### config.mk
export PLATFORM = sky130hd
export DESIGN_NAME = bpred_bht_flat
export DESIGN_NICKNAME = d
export VERILOG_FILES = /design/src/rtl/riscv_bp_pkg.sv /design/src/rtl/bpred_bht_if.sv /design/src/rtl/bp_sat_counter.sv /design/src/rtl/bpred_bht.sv /design/src/flat_wrapper.sv
export SDC_FILE = /design/constraint.sdc
export NUM_CORES = 1
export LEC_CHECK = 0
export BUFFER_PORTS_ARGS = -buffer_cell sky130_fd_sc_hd__buf_2
export CORE_MARGIN = 2
export CORE_UTILIZATION = 50
export CTS_BUF_LIST = sky130_fd_sc_hd__clkbuf_4
export CTS_CLUSTER_DIAMETER = 200
export DETAILED_ROUTE_END_ITERATION = 10
export GPL_ROUTABILITY_DRIVEN = 1
export PLACE_DENSITY_LB_ADDON = 0.1
export SLEW_MARGIN = 5
export SYNTH_ARGS = -nofsm -noshare
export SYNTH_HDL_FRONTEND = slang
export SYNTH_HIERARCHICAL = 1
export SYNTH_SLANG_ARGS = --single-unit
### constraint.sdc
create_clock -name clk -period 44.6 [get_ports clk]
set_input_delay 8.92 -clock clk [delete_from_list [all_inputs] [get_ports clk]]
set_output_delay 8.92 -clock clk [all_outputs]
set_load 0.005 [all_outputs]
### src/rtl/riscv_bp_pkg.sv
// Shared definitions for the branch predictor: counter states, indexing
// modes and a constant log2 helper used to size the table index.
package riscv_bp_pkg;

  // Named states of a 2-bit saturating counter
  typedef enum logic [1:0] {
    SNT = 2'd0,
    WNT = 2'd1,
    WT  = 2'd2,
    ST  = 2'd3
  } cnt2_state_e;

  // Table indexing modes
  localparam int BP_BIMODAL = 0;
  localparam int BP_GSHARE  = 1;

  // Ceiling log2, evaluated at elaboration for IDX_W
  function automatic int clog2(input int value);
    int r;
    r = 0;
    while ((1 << r) < value) begin
      r = r + 1;
    end
    return r;
  endfunction

endpackage

### src/rtl/bpred_bht_if.sv
// Lookup, update and performance signals between the pipeline (master)
// and the branch history table (slave).
interface bpred_bht_if
  import riscv_bp_pkg::*;
#(
  parameter int ADDR_W = 30,
  parameter int IDX_W  = 4,
  parameter int PERF_W = 16
);

  // IF-stage lookup
  logic [ADDR_W-1:0] lk_pc;
  logic              pred_taken;
  logic              pred_hit;
  logic [ADDR_W-1:0] pred_target;
  logic [IDX_W-1:0]  pred_idx;

  // ID-stage resolution
  logic              upd_valid;
  logic [IDX_W-1:0]  upd_idx;
  logic [ADDR_W-1:0] upd_pc;
  logic              upd_taken;
  logic [ADDR_W-1:0] upd_target;
  logic              upd_mispred;
  logic              tbl_clr;

  // Statistics
  logic [PERF_W-1:0] perf_br;
  logic [PERF_W-1:0] perf_miss;

  modport master (
    output lk_pc, upd_valid, upd_idx, upd_pc, upd_taken, upd_target,
           upd_mispred, tbl_clr,
    input  pred_taken, pred_hit, pred_target, pred_idx, perf_br, perf_miss
  );

  modport slave (
    input  lk_pc, upd_valid, upd_idx, upd_pc, upd_taken, upd_target,
           upd_mispred, tbl_clr,
    output pred_taken, pred_hit, pred_target, pred_idx, perf_br, perf_miss
  );

endinterface

### src/rtl/bp_sat_counter.sv
// Next-state logic of an up/down saturating counter with a load value.
// Used once on the table update path.
module bp_sat_counter
  import riscv_bp_pkg::*;
#(
  parameter int CNT_W = 2
) (
  input  logic [CNT_W-1:0] cnt_cur,
  input  logic             load,
  input  logic [CNT_W-1:0] init_val,
  input  logic             up,
  output logic [CNT_W-1:0] cnt_nxt
);

  localparam logic [CNT_W-1:0] CNT_MAX = '1;
  localparam logic [CNT_W-1:0] CNT_MIN = '0;

  // Load on allocation, otherwise step toward the outcome and hold at the ends
  always_comb begin
    cnt_nxt = cnt_cur;
    if (load) begin
      cnt_nxt = init_val;
    end else if (up) begin
      if (cnt_cur != CNT_MAX) cnt_nxt = cnt_cur + CNT_W'(1);
    end else begin
      if (cnt_cur != CNT_MIN) cnt_nxt = cnt_cur - CNT_W'(1);
    end
  end

endmodule

### src/rtl/bpred_bht.sv
// Branch history table with target buffer. Combinational lookup from the
// fetch word-address, single write-back port from ID, bimodal or gshare
// indexing, saturating resolved/mispredict counters.
module bpred_bht
  import riscv_bp_pkg::*;
#(
  parameter int ADDR_W  = 30,
  parameter int ENTRIES = 16,
  parameter int TAG_W   = 8,
  parameter int CNT_W   = 2,
  parameter int MODE    = BP_BIMODAL,
  parameter int HIST_W  = 4,
  parameter int PERF_W  = 16
) (
  input logic       clk,
  input logic       proc_reset,
  bpred_bht_if.slave bp
);

  localparam int IDX_W = clog2(ENTRIES);

  localparam logic [CNT_W-1:0] CNT_WNT = CNT_W'((1 << (CNT_W - 1)) - 1);
  localparam logic [CNT_W-1:0] CNT_WT  = CNT_W'(1 << (CNT_W - 1));

  // Saturating increment for the statistics counters
  function automatic logic [PERF_W-1:0] perf_inc(input logic [PERF_W-1:0] v);
    return (v == {PERF_W{1'b1}}) ? v : v + PERF_W'(1);
  endfunction

  logic [ENTRIES-1:0] valid_q;
  logic [TAG_W-1:0]   tag_q [ENTRIES];
  logic [ADDR_W-1:0]  tgt_q [ENTRIES];
  logic [CNT_W-1:0]   cnt_q [ENTRIES];
  logic [HIST_W-1:0]  ghr_q;
  logic [PERF_W-1:0]  br_q;
  logic [PERF_W-1:0]  miss_q;

  logic [IDX_W-1:0]   lk_idx;
  logic               lk_hit;
  logic [TAG_W-1:0]   upd_tag;
  logic               upd_hit;
  logic [CNT_W-1:0]   upd_init;
  logic [CNT_W-1:0]   upd_cnt_cur;
  logic [CNT_W-1:0]   upd_cnt_nxt;

  // Only the index and tag fields of the addresses take part in the table
  logic unused_pc_bits;
  assign unused_pc_bits = ^{bp.lk_pc, bp.upd_pc};

  // Lookup: index selection, tag compare and hit-gated outputs (no bypass)
  always_comb begin
    lk_idx = bp.lk_pc[IDX_W-1:0];
    if (MODE == BP_GSHARE) lk_idx = lk_idx ^ IDX_W'(ghr_q);
    lk_hit = valid_q[lk_idx] && (tag_q[lk_idx] == bp.lk_pc[IDX_W +: TAG_W]);
    bp.pred_idx    = lk_idx;
    bp.pred_hit    = lk_hit;
    bp.pred_taken  = lk_hit && cnt_q[lk_idx][CNT_W-1];
    bp.pred_target = lk_hit ? tgt_q[lk_idx] : '0;
  end

  // Update-side tag compare and counter seed for a fresh allocation
  always_comb begin
    upd_tag     = bp.upd_pc[IDX_W +: TAG_W];
    upd_hit     = valid_q[bp.upd_idx] && (tag_q[bp.upd_idx] == upd_tag);
    upd_init    = bp.upd_taken ? CNT_WT : CNT_WNT;
    upd_cnt_cur = cnt_q[bp.upd_idx];
  end

  bp_sat_counter #(
    .CNT_W (CNT_W)
  ) u_sat_counter (
    .cnt_cur  (upd_cnt_cur),
    .load     (!upd_hit),
    .init_val (upd_init),
    .up       (bp.upd_taken),
    .cnt_nxt  (upd_cnt_nxt)
  );

  // Table entries; a clear wins over a same-cycle update and only drops valids
  always_ff @(posedge clk or posedge proc_reset) begin
    if (proc_reset) begin
      valid_q <= '0;
      for (int i = 0; i < ENTRIES; i++) begin
        tag_q[i] <= '0;
        tgt_q[i] <= '0;
        cnt_q[i] <= CNT_WNT;
      end
    end else if (bp.tbl_clr) begin
      valid_q <= '0;
    end else if (bp.upd_valid) begin
      valid_q[bp.upd_idx] <= 1'b1;
      tag_q[bp.upd_idx]   <= upd_tag;
      cnt_q[bp.upd_idx]   <= upd_cnt_nxt;
      if (!upd_hit || bp.upd_taken) tgt_q[bp.upd_idx] <= bp.upd_target;
    end
  end

  // Non-speculative global history, shifted only by resolved branches
  always_ff @(posedge clk or posedge proc_reset) begin
    if (proc_reset) begin
      ghr_q <= '0;
    end else if (bp.tbl_clr) begin
      ghr_q <= '0;
    end else if (bp.upd_valid && (MODE == BP_GSHARE)) begin
      ghr_q <= HIST_W'({ghr_q, bp.upd_taken});
    end
  end

  // Statistics count every resolution, including one dropped by a clear
  always_ff @(posedge clk or posedge proc_reset) begin
    if (proc_reset) begin
      br_q   <= '0;
      miss_q <= '0;
    end else if (bp.upd_valid) begin
      br_q <= perf_inc(br_q);
      if (bp.upd_mispred) miss_q <= perf_inc(miss_q);
    end
  end

  assign bp.perf_br   = br_q;
  assign bp.perf_miss = miss_q;

endmodule

### src/flat_wrapper.sv
// flat-port wrapper written by rule: the top's interface ports become plain ports
module bpred_bht_flat import riscv_bp_pkg::*;
#(
  parameter int ADDR_W  = 30,
  parameter int ENTRIES = 16,
  parameter int TAG_W   = 8,
  parameter int CNT_W   = 2,
  parameter int MODE    = BP_BIMODAL,
  parameter int HIST_W  = 4,
  parameter int PERF_W  = 16
)
  (clk, proc_reset, bp_lk_pc, bp_upd_valid, bp_upd_idx, bp_upd_pc, bp_upd_taken, bp_upd_target, bp_upd_mispred, bp_tbl_clr, bp_pred_taken, bp_pred_hit, bp_pred_target, bp_pred_idx, bp_perf_br, bp_perf_miss);
  bpred_bht_if #(.ADDR_W(ADDR_W), .IDX_W((4)), .PERF_W(PERF_W)) bp_i ();
  input logic clk;
  input logic proc_reset;
  input wire logic [$bits(bp_i.lk_pc)-1:0] bp_lk_pc;
  input wire logic [$bits(bp_i.upd_valid)-1:0] bp_upd_valid;
  input wire logic [$bits(bp_i.upd_idx)-1:0] bp_upd_idx;
  input wire logic [$bits(bp_i.upd_pc)-1:0] bp_upd_pc;
  input wire logic [$bits(bp_i.upd_taken)-1:0] bp_upd_taken;
  input wire logic [$bits(bp_i.upd_target)-1:0] bp_upd_target;
  input wire logic [$bits(bp_i.upd_mispred)-1:0] bp_upd_mispred;
  input wire logic [$bits(bp_i.tbl_clr)-1:0] bp_tbl_clr;
  output wire logic [$bits(bp_i.pred_taken)-1:0] bp_pred_taken;
  output wire logic [$bits(bp_i.pred_hit)-1:0] bp_pred_hit;
  output wire logic [$bits(bp_i.pred_target)-1:0] bp_pred_target;
  output wire logic [$bits(bp_i.pred_idx)-1:0] bp_pred_idx;
  output wire logic [$bits(bp_i.perf_br)-1:0] bp_perf_br;
  output wire logic [$bits(bp_i.perf_miss)-1:0] bp_perf_miss;
  assign bp_i.lk_pc = bp_lk_pc;
  assign bp_i.upd_valid = bp_upd_valid;
  assign bp_i.upd_idx = bp_upd_idx;
  assign bp_i.upd_pc = bp_upd_pc;
  assign bp_i.upd_taken = bp_upd_taken;
  assign bp_i.upd_target = bp_upd_target;
  assign bp_i.upd_mispred = bp_upd_mispred;
  assign bp_i.tbl_clr = bp_tbl_clr;
  assign bp_pred_taken = bp_i.pred_taken;
  assign bp_pred_hit = bp_i.pred_hit;
  assign bp_pred_target = bp_i.pred_target;
  assign bp_pred_idx = bp_i.pred_idx;
  assign bp_perf_br = bp_i.perf_br;
  assign bp_perf_miss = bp_i.perf_miss;
  bpred_bht #(.ADDR_W(ADDR_W), .ENTRIES(ENTRIES), .TAG_W(TAG_W), .CNT_W(CNT_W), .MODE(MODE), .HIST_W(HIST_W), .PERF_W(PERF_W)) u_core (.clk(clk), .proc_reset(proc_reset), .bp(bp_i));
endmodule
==> impl_metrics.json <==
{
  "rsz0062_at_grt": "false",
  "initial_utilization_pct": 50.7,
  "synth_edf_count": 0,
  "tightest_slew_ns": 1.04,
  "cts_htree_levels": 4,
  "finalHoldViolations": 0,
  "synth_nets": 2187,
  "grt_pass1_vias": 21200,
  "dieArea_mm2": 0.0676,
  "fin_crit_ns": 21.96,
  "clockRootBuffer": "clkbuf_4",
  "avgSynthCellArea_um2": 15.7,
  "fmax_mhz": 45.5,
  "ctsHoldBuffers": 0,
  "slew_violations": 0,
  "switching_share_pct": 25.7,
  "fin_area_mm2": 0.0364,
  "fill_cells": 5340,
  "drtPass1Iterations": 5,
  "fin_util_pct": 56.3,
  "async_flop_share_pct": 100,
  "clock_path_buffers": 3,
  "wl_um": 80900,
  "p_comb_share_pct": 16.8,
  "cts_inserted_buffers": 186,
  "worstSetupStartpointType": "input pin",
  "tns_ns": 0,
  "fin_skew_ns": 0.0635,
  "postRouteAntennaNets": 0,
  "arrival_ns": 13.04,
  "status": "finished clean",
  "die_width_um": 260,
  "placementRows": 93,
  "grt_max_degree": 189,
  "synth_ff_type": "dfrtp_1",
  "drive_gt1_share_pct": 56.8,
  "syn_inst": 2085,
  "io_pins": 168,
  "ys_types": 55,
  "p_int_mw": 1.23,
  "setup_viol": 0,
  "worst-setup-path-type": "input pin to output port",
  "synth_area_mm2": 0.0328,
  "ys_ff_latch": 688,
  "maxCapViolations": 0,
  "coreArea_mm2": 0.0647,
  "yosysSeqAreaShare_pct": 52.6,
  "die-height_um": 260,
  "via_per_inst": 5.92,
  "ir_worst_vdd_mv": 0.0232,
  "gp_congestion": 0.806,
  "wire_per_inst_um": 24.8,
  "seqPwrFrac_pct": 48.8,
  "port_buffers": 127,
  "cts_tree": "built",
  "grt_usage_pct": 24.8,
  "post_cts_buffers": 0,
  "clock_power_share_pct": 34.4,
  "fin_crit_sh_pct": 49.2,
  "min_path_type": "register to register",
  "cp_max_fo": 59,
  "cp-end-kind": "output port",
  "switchingPower_mw": 0.428,
  "grt_overflow": 0,
  "p_per_area_mw_per_mm2": 45.6,
  "routed-via-count": 19300,
  "cts.clk_slew.worst_paths_ns": 0.06,
  "areaGrowthSynthToFinish_pct": 11.1,
  "clk-insertion-delay-late_ns": 1.04,
  "drt_iter0_drc": 1268,
  "grt_pass1_wl_um": 125000,
  "place_hpwl_um": 44100,
  "cts.sinks": 688,
  "placed_area_mm2": 0.0340,
  "slew_headroom_pct": 31.0,
  "crit_required_ns": 35.68,
  "drcViolationCount": 0,
  "yosysWarnings": 6,
  "grt_antenna_before_repair": 11,
  "leakagePower_nw": 16.8,
  "ctsResizeCount": 0,
  "nNetsFinal": 2359
}
## power groups by stage
stage | Clock [mW] | Combinational (mW) | Sequential (mW)
6_report | 0.572 | 0.279 | 0.812
5_1_grt | 0.627 | 0.303 | 0.826
4_1_cts | 0.592 | 0.282 | 0.810
3_5_place_dp | 0 | 0.282 | 0.821
3_3_place_gp | 0 | 0.273 | 0.812
2_1_floorplan | 0 | 0.228 | 0.802
## per-layer routing
| layer | wire length (um) | vias up | track usage (%) |
|---|---|---|---|
| met4 | 2440 | 0 | 10.6 |
| met1 | 34500 | 10300 | 32.4 |
| met5 | 0 | - | 0 |
| met3 | 3480 | 177 | 4.63 |
| met2 | 40400 | 498 | 40.9 |
| li1 | - | 8330 | - |
## through the flow
step	worst slack [ns]	hold WS [ns]	cells	total power [mW]
detailed placement	22.55	0.477	2924	1.10
finish	22.64	0.485	3259	1.66
CTS	22.55	0.490	3248	1.68
global placement	22.58	0.469	2924	1.08
global route	22.46	0.500	3257	1.76
floorplan	16.42	0.459	2085	1.03
## layout by cell type (no fill, tap or decap), types with 16 or more instances in the layout
master    synthesis  layout
mux2i_1          40      40
buf_2            38     122
mux4_2          232     232
and3_1           34      34
buf_4            38      42
o21ai_0          22      22
dfstp_2          16      16
mux2_1           23      23
xnor2_1          30      30
clkbuf_4          0     297
nor2_1           19      19
nand4_1          16      16
mux2_2          613     613
dfrtp_1         672     672
clkinv_1          1      21
nand2_1          50      49
## worst paths after layout
kind	startpoint	endpoint	cells past startpoint	slack (ns)
setup / recovery	bp_lk_pc[1]	bp_pred_target[4]	11	22.64
min in group asynchronous	proc_reset	u_core/tag_q[66]	2	8.02
setup reg to reg	u_core/tag_q[65]	u_core/tgt_q[393]	9	40.33
hold / removal	u_core/tgt_q[10]	u_core/tgt_q[10]	1	0.49
hold reg to reg	u_core/tgt_q[10]	u_core/tgt_q[10]	1	0.49
max in group asynchronous	proc_reset	u_core/tgt_q[443]	5	33.19
## sequential cells by signal, indices dropped and copies added, names as in the netlist
signal,flops
u_core/bp.perf_br,16
u_core/bp.perf_miss,16
u_core/cnt_q,32
u_core/tag_q,128
u_core/tgt_q,480
u_core/valid_q,16
## synth_stat cells (5+ instances only)
cell type | count | area share [%]
buf_2 | 38 | 0.58
mux2i_1 | 40 | 1.2
nand2_2 | 5 | 0.095
dfstp_2 | 16 | 1.3
a22oi_1 | 6 | 0.14
a22o_1 | 5 | 0.13
dfrtp_1 | 672 | 51
buf_1 | 14 | 0.16
o21ai_0 | 22 | 0.34
mux2_2 | 613 | 21
nor3_1 | 5 | 0.076
mux2_1 | 23 | 0.79
clkbuf_1 | 90 | 1.0
and3_1 | 34 | 0.65
nand2_1 | 50 | 0.57
inv_1 | 16 | 0.18
a21oi_1 | 7 | 0.11
xor2_1 | 13 | 0.35
nand3_1 | 17 | 0.26
nor2b_1 | 9 | 0.17
nor4_1 | 5 | 0.095
nand4_1 | 16 | 0.31
mux4_2 | 232 | 16
buf_4 | 38 | 0.87
a21o_1 | 6 | 0.14
nor2_1 | 19 | 0.22
xnor2_1 | 30 | 0.80
## critical path, cell delays in order
cell and delay (ns):
buf_6 0.39, buf_4 0.83, buf_4 0.87, mux2i_1 0.16
mux2i_1 0.33, xnor2_1 0.16, nand4_1 0.16, nor4_2 0.34
buf_4 0.34, and3_1 0.28, buf_2 0.14
## cells by family after synthesis
kind of cell | Yosys count | synth area share (%)
mux | 908 | 39.0
xor+xnor | 43 | 1.15
buf+inv | 200 | 2.94
fa+ha+maj | 3 | 0.111
compound gates | 59 | 1.19
simple gates | 184 | 3.05
flops | 688 | 52.6
## area by class of cell
type	count	area, um2	area share [%]
Timing Repair Buffer	167	972	2.67
Clock buffer	297	2230	6.12
Multi-Input combinational cell	1197	14700	40.2
Tap cell	855	1070	2.94
Sequential cell	688	17200	47.3
Clock inverter	27	184	0.505
Antenna cell	11	27.5	0.0755
Inverter	17	71.3	0.196
No activity file was read; power rests on OpenSTA's default activity.
